### config.mk
export PLATFORM = sky130hd
export DESIGN_NAME = uart_tx_cfg
export DESIGN_NICKNAME = d
export VERILOG_FILES = /design/src/rtl/uart_pkg.sv /design/src/rtl/uart_tx_cfg.sv
export SDC_FILE = /design/constraint.sdc
export NUM_CORES = 1
export LEC_CHECK = 0
export BUFFER_PORTS_ARGS = -buffer_cell sky130_fd_sc_hd__buf_2
export CORE_MARGIN = 2
export CORE_UTILIZATION = 56
export DETAILED_ROUTE_END_ITERATION = 10
export PLACE_DENSITY = 0.78
export SKIP_LAST_GASP = 1
export SYNTH_ARGS = -nofsm -noshare
export SYNTH_HDL_FRONTEND = slang
export SYNTH_SLANG_ARGS = --single-unit
### constraint.sdc
create_clock -name clk -period 2 [get_ports clk]
set_clock_uncertainty 0.1 [all_clocks]
set_input_delay 0.4 -clock clk [delete_from_list [all_inputs] [get_ports clk]]
set_output_delay 0.4 -clock clk [all_outputs]
set_load 0.05 [all_outputs]
### src/rtl/uart_pkg.sv
// Shared UART definitions: frame states, parity modes and the parity helper
// used by both the configurable transmitter and the future receiver.
package uart_pkg;

  typedef enum logic [2:0] {
    ST_IDLE   = 3'd0,
    ST_START  = 3'd1,
    ST_DATA   = 3'd2,
    ST_PARITY = 3'd3,
    ST_STOP   = 3'd4
  } uart_state_e;

  localparam logic [1:0] PAR_NONE = 2'b00;
  localparam logic [1:0] PAR_EVEN = 2'b01;
  localparam logic [1:0] PAR_ODD  = 2'b10;

  localparam int MAX_DATA_W = 9;

  // Narrower words are zero-extended by the caller; zeros do not change the XOR.
  function automatic logic parity_bit(input logic [MAX_DATA_W-1:0] data,
                                      input logic [1:0]            mode);
    parity_bit = (mode == PAR_ODD) ? ~(^data) : (^data);
  endfunction

  // Mode 2'b11 is reserved and behaves as no parity.
  function automatic logic parity_on(input logic [1:0] mode);
    parity_on = (mode != PAR_NONE) && (mode != 2'b11);
  endfunction

endpackage

### src/rtl/uart_tx_cfg.sv
// Configurable UART transmitter: DATA_W data bits, runtime parity and stop
// bits, valid/ready input with a one-word holding register for gapless frames.
module uart_tx_cfg
  import uart_pkg::*;
#(
  parameter int DATA_W = 8
) (
  input  logic              clk,
  input  logic              rst,
  input  logic              tick,
  input  logic [1:0]        cfg_parity,
  input  logic              cfg_stop2,
  input  logic              tx_valid,
  output logic              tx_ready,
  input  logic [DATA_W-1:0] tx_data,
  output logic              tx,
  output logic              tx_busy,
  output logic              tx_done
);

  if (DATA_W < 5 || DATA_W > MAX_DATA_W) begin : g_bad_width
    $error("uart_tx_cfg: DATA_W must be within 5..9");
  end

  localparam logic [3:0] LAST_BIT = 4'(DATA_W);

  uart_state_e             state;
  logic                    hold_full;
  logic [DATA_W-1:0]       hold_data;
  logic [DATA_W-1:0]       shifter;
  logic [3:0]              count;
  logic                    use_par;
  logic                    par_bit;
  logic                    stop2_lat;
  logic                    stop_second;
  logic [MAX_DATA_W-1:0]   hold_ext;
  logic                    accept;
  logic                    stop_end;
  logic                    load;
  logic                    shift_en;

  always_comb begin
    hold_ext                 = '0;
    hold_ext[DATA_W-1:0]     = hold_data;
  end

  // A frame ends on the STOP tick unless the first of two stop bits is ending.
  assign stop_end = (state == ST_STOP) && !(stop2_lat && !stop_second);
  assign load     = tick && hold_full && ((state == ST_IDLE) || stop_end);
  assign accept   = tx_valid && !hold_full;
  assign shift_en = tick && ((state == ST_START) ||
                             ((state == ST_DATA) && (count < LAST_BIT)));

  assign tx_ready = !hold_full;
  assign tx_busy  = (state != ST_IDLE) || hold_full;

  always_ff @(posedge clk or posedge rst) begin
    if (rst) begin
      state       <= ST_IDLE;
      hold_full   <= 1'b0;
      count       <= '0;
      tx          <= 1'b1;
      tx_done     <= 1'b0;
      use_par     <= 1'b0;
      par_bit     <= 1'b0;
      stop2_lat   <= 1'b0;
      stop_second <= 1'b0;
    end else begin
      tx_done <= tick && stop_end;

      if (load)        hold_full <= 1'b0;
      else if (accept) hold_full <= 1'b1;

      if (load) begin
        use_par     <= parity_on(cfg_parity);
        par_bit     <= parity_bit(hold_ext, cfg_parity);
        stop2_lat   <= cfg_stop2;
        stop_second <= 1'b0;
        count       <= '0;
        tx          <= 1'b0;
        state       <= ST_START;
      end else if (tick) begin
        case (state)
          ST_IDLE: tx <= 1'b1;
          ST_START: begin
            tx    <= shifter[0];
            count <= 4'd1;
            state <= ST_DATA;
          end
          ST_DATA: begin
            if (count < LAST_BIT) begin
              tx    <= shifter[0];
              count <= count + 4'd1;
            end else if (use_par) begin
              tx    <= par_bit;
              state <= ST_PARITY;
            end else begin
              tx    <= 1'b1;
              state <= ST_STOP;
            end
          end
          ST_PARITY: begin
            tx    <= 1'b1;
            state <= ST_STOP;
          end
          ST_STOP: begin
            tx <= 1'b1;
            if (stop2_lat && !stop_second) stop_second <= 1'b1;
            else                           state       <= ST_IDLE;
          end
          default: begin
            tx    <= 1'b1;
            state <= ST_IDLE;
          end
        endcase
      end
    end
  end

  // Word storage carries no reset; hold_full alone says whether it is valid.
  always_ff @(posedge clk) begin
    if (accept) hold_data <= tx_data;
    if (load)
      shifter <= hold_data;
    else if (shift_en)
      shifter <= shifter >> 1;
  end

endmodule

== Word-level counts from Yosys, hierarchy flattened ==
Index checks and enable logic that the tools add are counted.
Word-level totals
  register bits after elaboration: 30
  input bits: 15
  output and inout bits: 4
Operators by class
  $add $sub $neg: 1
  order comparisons: 1
  equal/unequal tests: 10
  muxes and demuxes: 24
  bitwise logic cells: 1
  reductions and logical operators: 28
Operator list (number)
  8-bit 2-to-1 mux: 2
  3-bit 2-to-1 mux: 5
  3-bit one-hot mux with 5 select lines: 1
  4-bit 2-to-1 mux: 3
  2-bit nonzero test: 6
  1-bit 2-to-1 mux: 11
  1-bit logical AND: 9
  9-bit parity: 1
  4-bit one-hot mux with 2 select lines: 1
  3-bit by 2-bit == test with 1-bit output, second input constant: 2
  3-bit inequality test, second input constant: 2
  3-bit AND reduction: 2
  3-bit nonzero test: 2
  4-bit by 1-bit adder with 4-bit output, second input constant: 1
  4-bit less-than comparator, second input constant: 1
  2-bit inequality test, second input constant: 2
  4-bit AND reduction: 1
  3-bit by 1-bit == test with 1-bit output, second input constant: 1
  3-bit == test, second input constant: 1
  1-bit logical NOT: 3
  3-bit logical NOT: 1
  1-bit logical OR: 3
  3-bit by 2-bit inequality test with 1-bit output, second input constant: 1
  2-bit == test, second input constant: 1
  2 further kinds: 2

== Logic depth before layout (Yosys ltp) ==
Gate-level depths: netlist of run 1.
  depth after elaboration: 8
  depth in mapped cells: 6

== Worst setup path before layout of run 1 ==
No wires, ideal clock.
  path type: flip-flop to flip-flop
  start point: reg hold_full
  end point: reg state[2]
  arrival time: 1.519 ns
  data required time: 1.772 ns
  slack: 0.253 ns
  cell stages (with the launch flop): 5
  path buffers: 0
  period minus slack after synthesis: 1.747 ns
  cells stage by stage: dfrtp_1 -> or4_4 -> nand2_2 -> a21oi_2 -> mux2_1
On the way
  cells in the longest elaborated chain, start to end: 4
  elaborated cells between the ends (all ways): 8
Ends and longest elaborated chain
  start, declared: line uart_tx_cfg.sv:28  | logic hold_full;
  start signal, assigned: line uart_tx_cfg.sv:60  | hold_full <= 1'b0;
  start signal, assigned: line uart_tx_cfg.sv:71  | if (load) hold_full <= 1'b0;
  start signal, assigned: line uart_tx_cfg.sv:72  | else if (accept) hold_full <= 1'b1;
  1-bit logical AND (*) (2 in series): line uart_tx_cfg.sv:49  | assign load = tick && hold_full && ((state == ST_IDLE) || stop_end);
  3-bit inequality test (no source line) (tied with other cells)
  4-bit AND reduction (no source line)
  end signal, assigned: line uart_tx_cfg.sv:59  | state <= ST_IDLE;
  end signal, assigned: line uart_tx_cfg.sv:81  | state <= ST_START;
  end signal, assigned: line uart_tx_cfg.sv:88  | state <= ST_DATA;
  end, declared: line uart_tx_cfg.sv:27  | uart_state_e state;
Every way passes the cells marked *; elsewhere a longest branch is shown, timed or not.
A chain may end at the register's enable or synchronous reset.

== Worst setup path in the final report of run 1 ==
  start point: reg state[0]
  end point: out tx_busy
On the way
  cells in the longest elaborated chain, start to end: 2
Ends and longest elaborated chain
  3-bit nonzero test: line uart_tx_cfg.sv:55  | assign tx_busy = (state != ST_IDLE) || hold_full;
  1-bit logical OR: line uart_tx_cfg.sv:55
  end, declared: line uart_tx_cfg.sv:17  | output logic tx_busy,
Every way passes these cells.

==> flow_summary_export.csv, run 1 <==
group,metric,value,unit
outcome,status,"finished, violations left",
outcome,violations,"negative hold slack",
worst_setup_path,path_max_fanout,2,
placed_design,gp_congestion,0.882,
worst_setup_path,cp_num_buf_inv,1,
power,p_leak,0.774,nW
synth,synth.distinct_cells,46,
timing,drv_slew,0,
floorplanning,die_y,54.4,microns
worst_setup_path,cp_top_family,"simple AND/OR/NAND/NOR gates",
final_layout,nets,168,
cts,clkLatencyLatePin,330,ps
synth,ys_seq_area_share,58.5,%
global_routing,first_global_vias,969,
final_layout,diodes,0,
power,ir_drop,0.00154,V
floorplanning,num_io_pins,19,
worst_setup_path,cpMaxStageDelayCell,"or4_4",
global_routing,antenna_found_initial,0,
routing,num_vias,1007,
placed_design,post-place-ws,193,ps
synth,synth-async-reset-ratio,46.7,%
timing,period_minus_slack,1960,ps
routing,drc,0,
flow_run,max_cap_violations,0,
worst_setup_path,cp-end-kind,"output port",
timing,hold_viol_final,7,
worst_setup_path,reg2reg_slack,120,ps
timing,hold_ws,-4.30,ps
final_layout,final_common_cell,"nand2_1",
timing,finalCritPeriodShare,97.9,%
synth,ys.flop_type,"edfxtp_1",
routing,drt_iter0_drc,26,
floorplanning,die_width,54.4,microns
floorplanning,die-area,2960,sq um
cts,path_clk_slew,90,ps
global_routing,grt_max_degree,15,
cts,clkSinkCount,30,
timing,slew_headroom,63.7,%
routing,drt_pass1_iterations,5,
worst_setup_path,worst_ep_arrival_time,1460,ps
cts,cts_max_level,2,
placed_design,portBuffers,18,
synth,ys_ff_latch,30,
placed_design,placed_area,1550,sq um
timing,max_freq,510,MHz
timing,tns,0,ps
final_layout,design_area,1690,sq um
worst_hold_path,hold_path.class,"primary input to async pin",
routing,avgRoutedWirePerCell,14.6,microns
global_routing,grt_usage,22.5,%
placed_design,place.detailed.hpwl,1.90,mm
timing,setup_viol,0,
worst_setup_path,worstPathRequired,1500,ps
routing,drt_wl_total,2.65,mm
floorplanning,core-area,2430,sq um
cts,clockBufferDepth,2,
timing,layout_setup_ws,41.0,ps
final_layout,drive_gt1_share,28.9,%
synth,synthCells,123,
worst_setup_path,max_stage_delay,540,ps
final_layout,mostFrequentLayoutCells,"nand2_1, buf_2, edfxtp_1",
timing,rsz0062_at_grt,"false",
synth,yosysWarnings,0,
synth,syn_area,1420,sq um
worst_setup_path,critPathLaunchType,"flop",
global_routing,grt_pass1_wl,4.46,mm
synth,synth-edff-count,16,
routing,viasPerCell,5.53,
floorplanning,row_count,18,
floorplanning,start_util,58.4,%
global_routing,globalRoute.totalOverflow,0,
synth,synth.net_count,140,
worst_setup_path,crit_type,"flop to output port",
cts,clockRootBuffer,"clkbuf_4",
power,power_density,1600,nW/um^2
routing,ant_nets,0,
cts,cts_tree,"built",
final_layout,syn_to_final_growth,18.8,%
timing,worstMarginPinSlew,544,ps
worst_setup_path,crit_chain,"or4_4, buf_8",
cts,cts_buffers,5,
synth,syn_area_per_cell,11.6,sq um
cts,hold_buffers,0,
[synth_stat cells (all sizes together) (2+ instances only)]
cell | instances | area [sq um]
mux2 | 2 | 26.3
edfxtp | 16 | 480
xor2 | 2 | 17.5
dfrtp | 13 | 325
buf | 3 | 23.8
nand3 | 2 | 10.0
o21ai | 4 | 20.0
a31oi | 2 | 12.5
nand2b | 4 | 25.0
a21oi | 3 | 30.0
inv | 7 | 26.3
and3 | 2 | 12.5
ha | 2 | 25.0
xnor2 | 4 | 35.0
nand2 | 28 | 108
nor2 | 5 | 21.3
nor3b | 2 | 20.0
o22ai | 2 | 12.5
[cell families after synthesis]
| logic type | share of synthesized area (%) |
|---|---|
| flip-flops | 58.5 |
| XOR/XNOR | 5.28 |
| AO/OA/AOI/OAI | 11.0 |
| multiplexers | 1.85 |
| adder cells (fa/ha/maj) | 1.76 |
| buffers and inverters | 3.79 |
| AND/OR/NAND/NOR | 17.8 |
[path summary, 6_finish.rpt]
kind	startpoint	end	cells after the start
min in group clk	tx_data[4]	hold_data[4]$_DFFE_PP_	1
setup reg to reg	state[0]$_DFFE_PP0P_	shifter[4]$_DFFE_PP_	5
hold reg to reg	par_bit$_DFFE_PP0P_	par_bit$_DFFE_PP0P_	2
hold / removal	rst	count[1]$_DFFE_PP0P_	2
max in group asynchronous	rst	state[2]$_DFFE_PP0P_	2
setup / recovery	state[0]$_DFFE_PP0P_	tx_busy	2
[flip-flops by register name, summed over array words and instances, names as in the netlist]
| register | cells |
|---|---|
| use_par | 1 |
| hold_full | 1 |
| tx_done | 1 |
| hold_data | 8 |
| tx | 1 |
| count | 4 |
| stop_second | 1 |
| stop2_lat | 1 |
| state | 3 |
| shifter | 8 |
| par_bit | 1 |
[layer usage]
layer	track usage, %	up-vias	part of all wire, %
li1	-	486	-
met1	28.0	468	42
met2	35.7	44	48
met3	5.74	9	7.8
met4	12.5	0	1.9
met5	0	-	0
[cell type report]
type,instances,area (sq um)
Clock buffer,5,37.5
Tap cell,30,37.5
Inverter,7,26.3
Multi-Input combinational cell,82,536
Fill cell,178,744
Timing Repair Buffer,25,153
Clock inverter,3,63.8
Sequential cell,30,835
[worst register-to-register path, stage by stage, from the launching register on]
cell,delay (ps)
dfrtp_2,420
buf_4,160
or3b_4,390
a21oi_4,210
nor2_2,60
inv_1,230
[what timing repair did]
item	in CTS	in global routing
pin swaps	0	1
resized for setup	3	2
cloned	0	0
endpoints found under the setup margin	1	1
buffers inserted	2	1
[power by group]
part / switching [mW] / total [mW] / internal (mW)
registers: 0.135 / 1.07 / 0.937
logic: 0.602 / 1.04 / 0.439
clock network: 0.209 / 0.594 / 0.385
total: 0.946 / 2.71 / 1.76
[per-stage QoR]
step	util, %	power [mW]	instances
after floorplan	-	1.82	123
after global placement	63.8	2.01	171
after detailed placement	63.8	2.05	171
after CTS	68.8	2.68	181
after global routing	69.4	2.88	182
final	69.4	2.71	182
No activity file was read; power rests on OpenSTA's default activity.
==> run 2, diff against run 1 <==
Settings changed: CORE_UTILIZATION 56 to 50, PLACE_DENSITY 0.78 to 0.73.
Clock period 2 ns to 1.8 ns, I/O delays scaled along.
==> flow_summary_export.csv, run 2 (synthesized netlist as in run 1, its figures left out) <==
group,metric,value,unit
routing,avgRoutedWirePerCell,13.7,microns
outcome,status,"finished, violations left",
worst_setup_path,crit_type,"flop to output port",
routing,ant_nets,0,
routing,drc,0,
global_routing,grt_max_degree,15,
power,power_density,1650,nW/um^2
floorplanning,die_y,57.3,microns
placed_design,portBuffers,18,
timing,rsz0062_at_grt,"true",
worst_setup_path,worstPathRequired,1340,ps
power,p_comb_share,44.9,%
timing,max_freq,514,MHz
cts,cts_tree,"built",
worst_setup_path,path_max_fanout,2,
cts,clkSinkCount,30,
final_layout,syn_to_final_growth,21.3,%
timing,slew_headroom,63.3,%
timing,period_minus_slack,1950,ps
floorplanning,die_width,57.3,microns
global_routing,grt_pass1_wl,4.53,mm
power,seq_power_share,41.4,%
power,power,2.84,mW
power,sw_frac_of_total,38.1,%
power,p_switching,1.08,mW
final_layout,utilization,63.1,%
final_layout,reg.largest.list,"hold_data (8), shifter (8), count (4)",
placed_design,place.detailed.hpwl,1.85,mm
routing,viasPerCell,5.30,
worst_setup_path,cpMaxStageDelayCell,"or4_4",
cts,cts_buffers,5,
flow_run,max_cap_violations,0,
routing,drt_iter0_drc,20,
outcome,violations,"negative setup slack",
timing,drv_slew,0,
worst_setup_path,cp_top_family,"simple AND/OR/NAND/NOR gates",
cts,clkLatencyLatePin,340,ps
placed_design,place_inst,178,
cts,clockRootBuffer,"clkbuf_4",
power,clockPowerShare,13.7,%
timing,hold_viol_final,0,
worst_setup_path,cp_num_buf_inv,2,
final_layout,drive_gt1_share,33.5,%
global_routing,grt_usage,18.7,%
placed_design,gp_congestion,0.831,
routing,num_vias,1018,
placed_design,post-place-ws,21.1,ps
worst_setup_path,cp-end-kind,"output port",
floorplanning,start_util,52.0,%
final_layout,mostFrequentLayoutCells,"nand2_1, buf_2, edfxtp_1",
cts,cts_max_level,2,
timing,worstMarginPinSlew,550,ps
worst_setup_path,worst_ep_arrival_time,1490,ps
final_layout,nets,177,
floorplanning,core-area,2730,sq um
worst_setup_path,max_stage_delay,430,ps
cts,clockBufferDepth,2,
power,p_leak,0.798,nW
worst_setup_path,crit_chain,"buf_6, or4_4, buf_8",
final_layout,diodes,0,
power,ir_drop,0.00112,V
floorplanning,num_io_pins,19,
routing,drt_wl_total,2.62,mm
worst_setup_path,critPathLaunchType,"flop",
timing,layout_setup_ws,-146,ps
final_layout,stdcell_count,192,
routing,drt_pass1_iterations,4,
cts,path_clk_slew,100,ps
power,p_int,1.76,mW
worst_hold_path,hold_path.class,"primary input to flop",
timing,setup_viol,1,
global_routing,antenna_found_initial,0,
floorplanning,die-area,3290,sq um
final_layout,final_common_cell,"nand2_1",
global_routing,globalRoute.totalOverflow,0,
timing,finalCritPeriodShare,108,%
floorplanning,row_count,19,
global_routing,first_global_vias,1020,
## run 2: cell count changes in the layout (fill, tap and decap cells not counted), sizes merged
cell	before	now
clkinv	1	2
dlygate4sd3	0	1
bufinv	2	0
clkinvlp	0	1
buf	25	33
## run 2: layer usage
layer / wire (microns) / GRT usage (%)
met2: 1170 / 28.7
met4: 46 / 8.31
met5: 0 / 0
met1: 1270 / 24.5
met3: 139 / 6.12
## run 2: power by group through the flow
stage	Combinational, mW	Clock [mW]	Sequential [mW]
after global placement	1.10	0	1.19
after global routing	1.40	0.427	1.20
final	1.27	0.390	1.18
after detailed placement	1.12	0	1.20
after floorplan	0.795	0	1.23
after CTS	1.25	0.398	1.17
## run 2: through the flow
stage	TNS (ps)	instance area (sq um)	hold WS, ps
CTS	-800	1710	81.8
global placement	0	1600	326
detailed placement	0	1600	344
global route	-181	1720	80.0
finish	-146	1720	95.4
floorplan	0	1420	149
## run 2: final timing paths
check | cells after the start | slack (ps) | start | end
setup / recovery | 3 | -150 | state[1]$_DFFE_PP0P_ | tx_busy
min in group asynchronous | 3 | 500 | rst | tx_done$_DFF_PP0_
max in group asynchronous | 3 | 700 | rst | state[2]$_DFFE_PP0P_
setup reg to reg | 6 | 70 | state[0]$_DFFE_PP0P_ | count[2]$_DFFE_PP0P_
hold reg to reg | 2 | 390 | par_bit$_DFFE_PP0P_ | par_bit$_DFFE_PP0P_
hold / removal | 1 | 100 | tx_data[6] | hold_data[6]$_DFFE_PP_
## run 2: timing repair
action	4_1_cts	5_1_grt
hold buffers	1	0
setup buffers	5	0
pin swaps	0	1
endpoints found under the setup margin	1	10
endpoints found under the hold margin	13	0
gates resized for setup	5	4
## run 2: cell type report
type,count,area (sq um)
Clock inverter,3,16.3
Tap cell,31,38.8
Clock buffer,5,37.5
Inverter,7,26.3
Fill cell,210,1010
Timing Repair Buffer,34,226
Multi-Input combinational cell,82,546
Sequential cell,30,833
==> run 3, diff against run 2 <==
Settings changed: CORE_UTILIZATION 50 to 40, PLACE_DENSITY 0.73 to not set, PLACE_DENSITY_LB_ADDON set to 0.1, SKIP_LAST_GASP 1 to not set.
==> flow_summary_export.csv, run 3 (synthesized netlist as in run 1, its figures left out) <==
group,metric,value,unit
timing,drv_slew,0,
final_layout,fillers,333,
worst_setup_path,worst_ep_arrival_time,1450,ps
routing,ant_nets,0,
cts,cts_tree,"built",
cts,clkSinkCount,30,
timing,rsz0062_at_grt,"true",
routing,viasPerCell,4.95,
timing,layout_setup_ws,-112,ps
placed_design,portBuffers,18,
routing,drc,0,
timing,max_freq,523,MHz
floorplanning,num_io_pins,19,
cts,clkLatencyLatePin,320,ps
power,p_leak,0.783,nW
routing,num_vias,1004,
worst_setup_path,cpMaxStageDelayCell,"or4_4",
routing,drt_iter0_drc,44,
floorplanning,die_y,63.6,microns
global_routing,first_global_vias,1043,
timing,slew_headroom,65.3,%
timing,worstMarginPinSlew,519,ps
cts,cts_max_level,2,
final_layout,syn_to_final_growth,21.3,%
final_layout,diodes,0,
floorplanning,row_count,21,
cts,clockRootBuffer,"clkbuf_4",
worst_setup_path,worstPathRequired,1340,ps
timing,finalCritPeriodShare,106,%
floorplanning,die_width,63.6,microns
global_routing,globalRoute.totalOverflow,0,
worst_setup_path,cp-end-kind,"output port",
power,power,2.89,mW
placed_design,place.detailed.hpwl,1.77,mm
worst_setup_path,critPathLaunchType,"flop",
final_layout,mostFrequentLayoutCells,"nand2_1, buf_2, edfxtp_1",
worst_setup_path,crit_chain,"or4_4, buf_8",
global_routing,antenna_found_initial,0,
floorplanning,die-area,4050,sq um
global_routing,grt_pass1_wl,4.55,mm
final_layout,drive_gt1_share,30.6,%
power,ir_drop,0.00105,V
cts,clockBufferDepth,2,
timing,setup_viol,1,
floorplanning,core-area,3360,sq um
flow_run,max_cap_violations,0,
final_layout,final_common_cell,"nand2_1",
placed_design,placed_area,1600,sq um
placed_design,gp_congestion,0.814,
worst_setup_path,max_stage_delay,550,ps
outcome,status,"finished, violations left",
global_routing,grt_usage,15.0,%
routing,drt_pass1_iterations,4,
final_layout,design_area,1720,sq um
power,power_density,1670,nW/um^2
cts,path_clk_slew,90,ps
final_layout,nets,173,
worst_setup_path,crit_type,"flop to output port",
routing,drt_wl_total,2.46,mm
outcome,violations,"negative setup slack",
cts,cts_buffers,5,
floorplanning,start_util,42.3,%
timing,tns,-112,ps
timing,hold_viol_final,0,
routing,avgRoutedWirePerCell,12.1,microns
worst_setup_path,cp_num_buf_inv,1,
worst_hold_path,hold_path.class,"primary input to flop",
worst_setup_path,path_max_fanout,2,
worst_setup_path,cp_top_family,"simple AND/OR/NAND/NOR gates",
final_layout,reg.largest.list,"hold_data (8), shifter (8), count (4)",
final_layout,utilization,51.3,%
global_routing,grt_max_degree,15,
timing,period_minus_slack,1910,ps
[run 3: cell types whose count changed in the layout (fill, tap and decap cells not counted), sizes merged]
cell,change
buf,-4
bufinv,+1
clkbuf,+2
clkinv,-2
clkinvlp,-1
[run 3: area by class of cell]
cell class	count	area (sq um)	area share [%]
multi-input cells	82	536	31.1
repair buffers	30	193	11.2
clock inverters	1	30.0	1.74
clock buffers	7	45.0	2.61
flip-flops and latches	30	835	48.4
inverters	7	28.8	1.67
well taps	46	57.6	3.34
[run 3: report_power, final]
group          switching, mW  leakage (nW)  total (mW)  internal [mW]
clock network          0.226        0.0395       0.521          0.294
logic                  0.662         0.418        1.18          0.522
registers              0.140         0.326        1.18           1.04
[run 3: metal layers]
metal	up-vias	global-route usage (%)	wire length, microns
met5	-	0	0
met4	0	9.24	67
met3	10	3.75	160
met2	41	20.9	1070
met1	458	20.7	1150
li1	495	-	-
[run 3: final timing paths]
path / start / slack, ps / cells after the start / to
max in group asynchronous: rst / 730 / 3 / state[0]$_DFFE_PP0P_
worst max-delay path: state[2]$_DFFE_PP0P_ / -110 / 2 / tx_busy
min in group asynchronous: rst / 500 / 3 / tx_done$_DFF_PP0_
worst max register to register: state[2]$_DFFE_PP0P_ / 40 / 5 / state[2]$_DFFE_PP0P_
worst min-delay path: tx_data[0] / 110 / 1 / hold_data[0]$_DFFE_PP_
worst min register to register: stop_second$_DFFE_PP0P_ / 400 / 1 / stop_second$_DFFE_PP0P_
[run 3: timing repair]
item | CTS | global route
resized for setup | 6 | 1
endpoints found under the hold margin | 13 | 0
hold buffers | 1 | 0
setup endpoints to repair | 1 | 10
setup buffers | 3 | 0
pin swaps | 1 | 1
[run 3: worst reg2reg max path: cells and delay by family (launching register included)]
| family | cells | cell delay (ps) |
|---|---|---|
| buffers and inverters | 1 | 150 |
| AOI/OAI and AO/OA | 1 | 50 |
| DFF | 1 | 410 |
| and+or+nand+nor | 2 | 620 |
| muxes | 1 | 320 |
[run 3: metrics by stage]
stage | hold slack [ps] | instances | setup slack, ps
6_report | 114 | 203 | -112
5_1_grt | 89.9 | 203 | -144
4_1_cts | 98.1 | 203 | -127
3_5_place_dp | 343 | 191 | 43.6
3_3_place_gp | 326 | 191 | 81.6
2_1_floorplan | 149 | 123 | 53.3
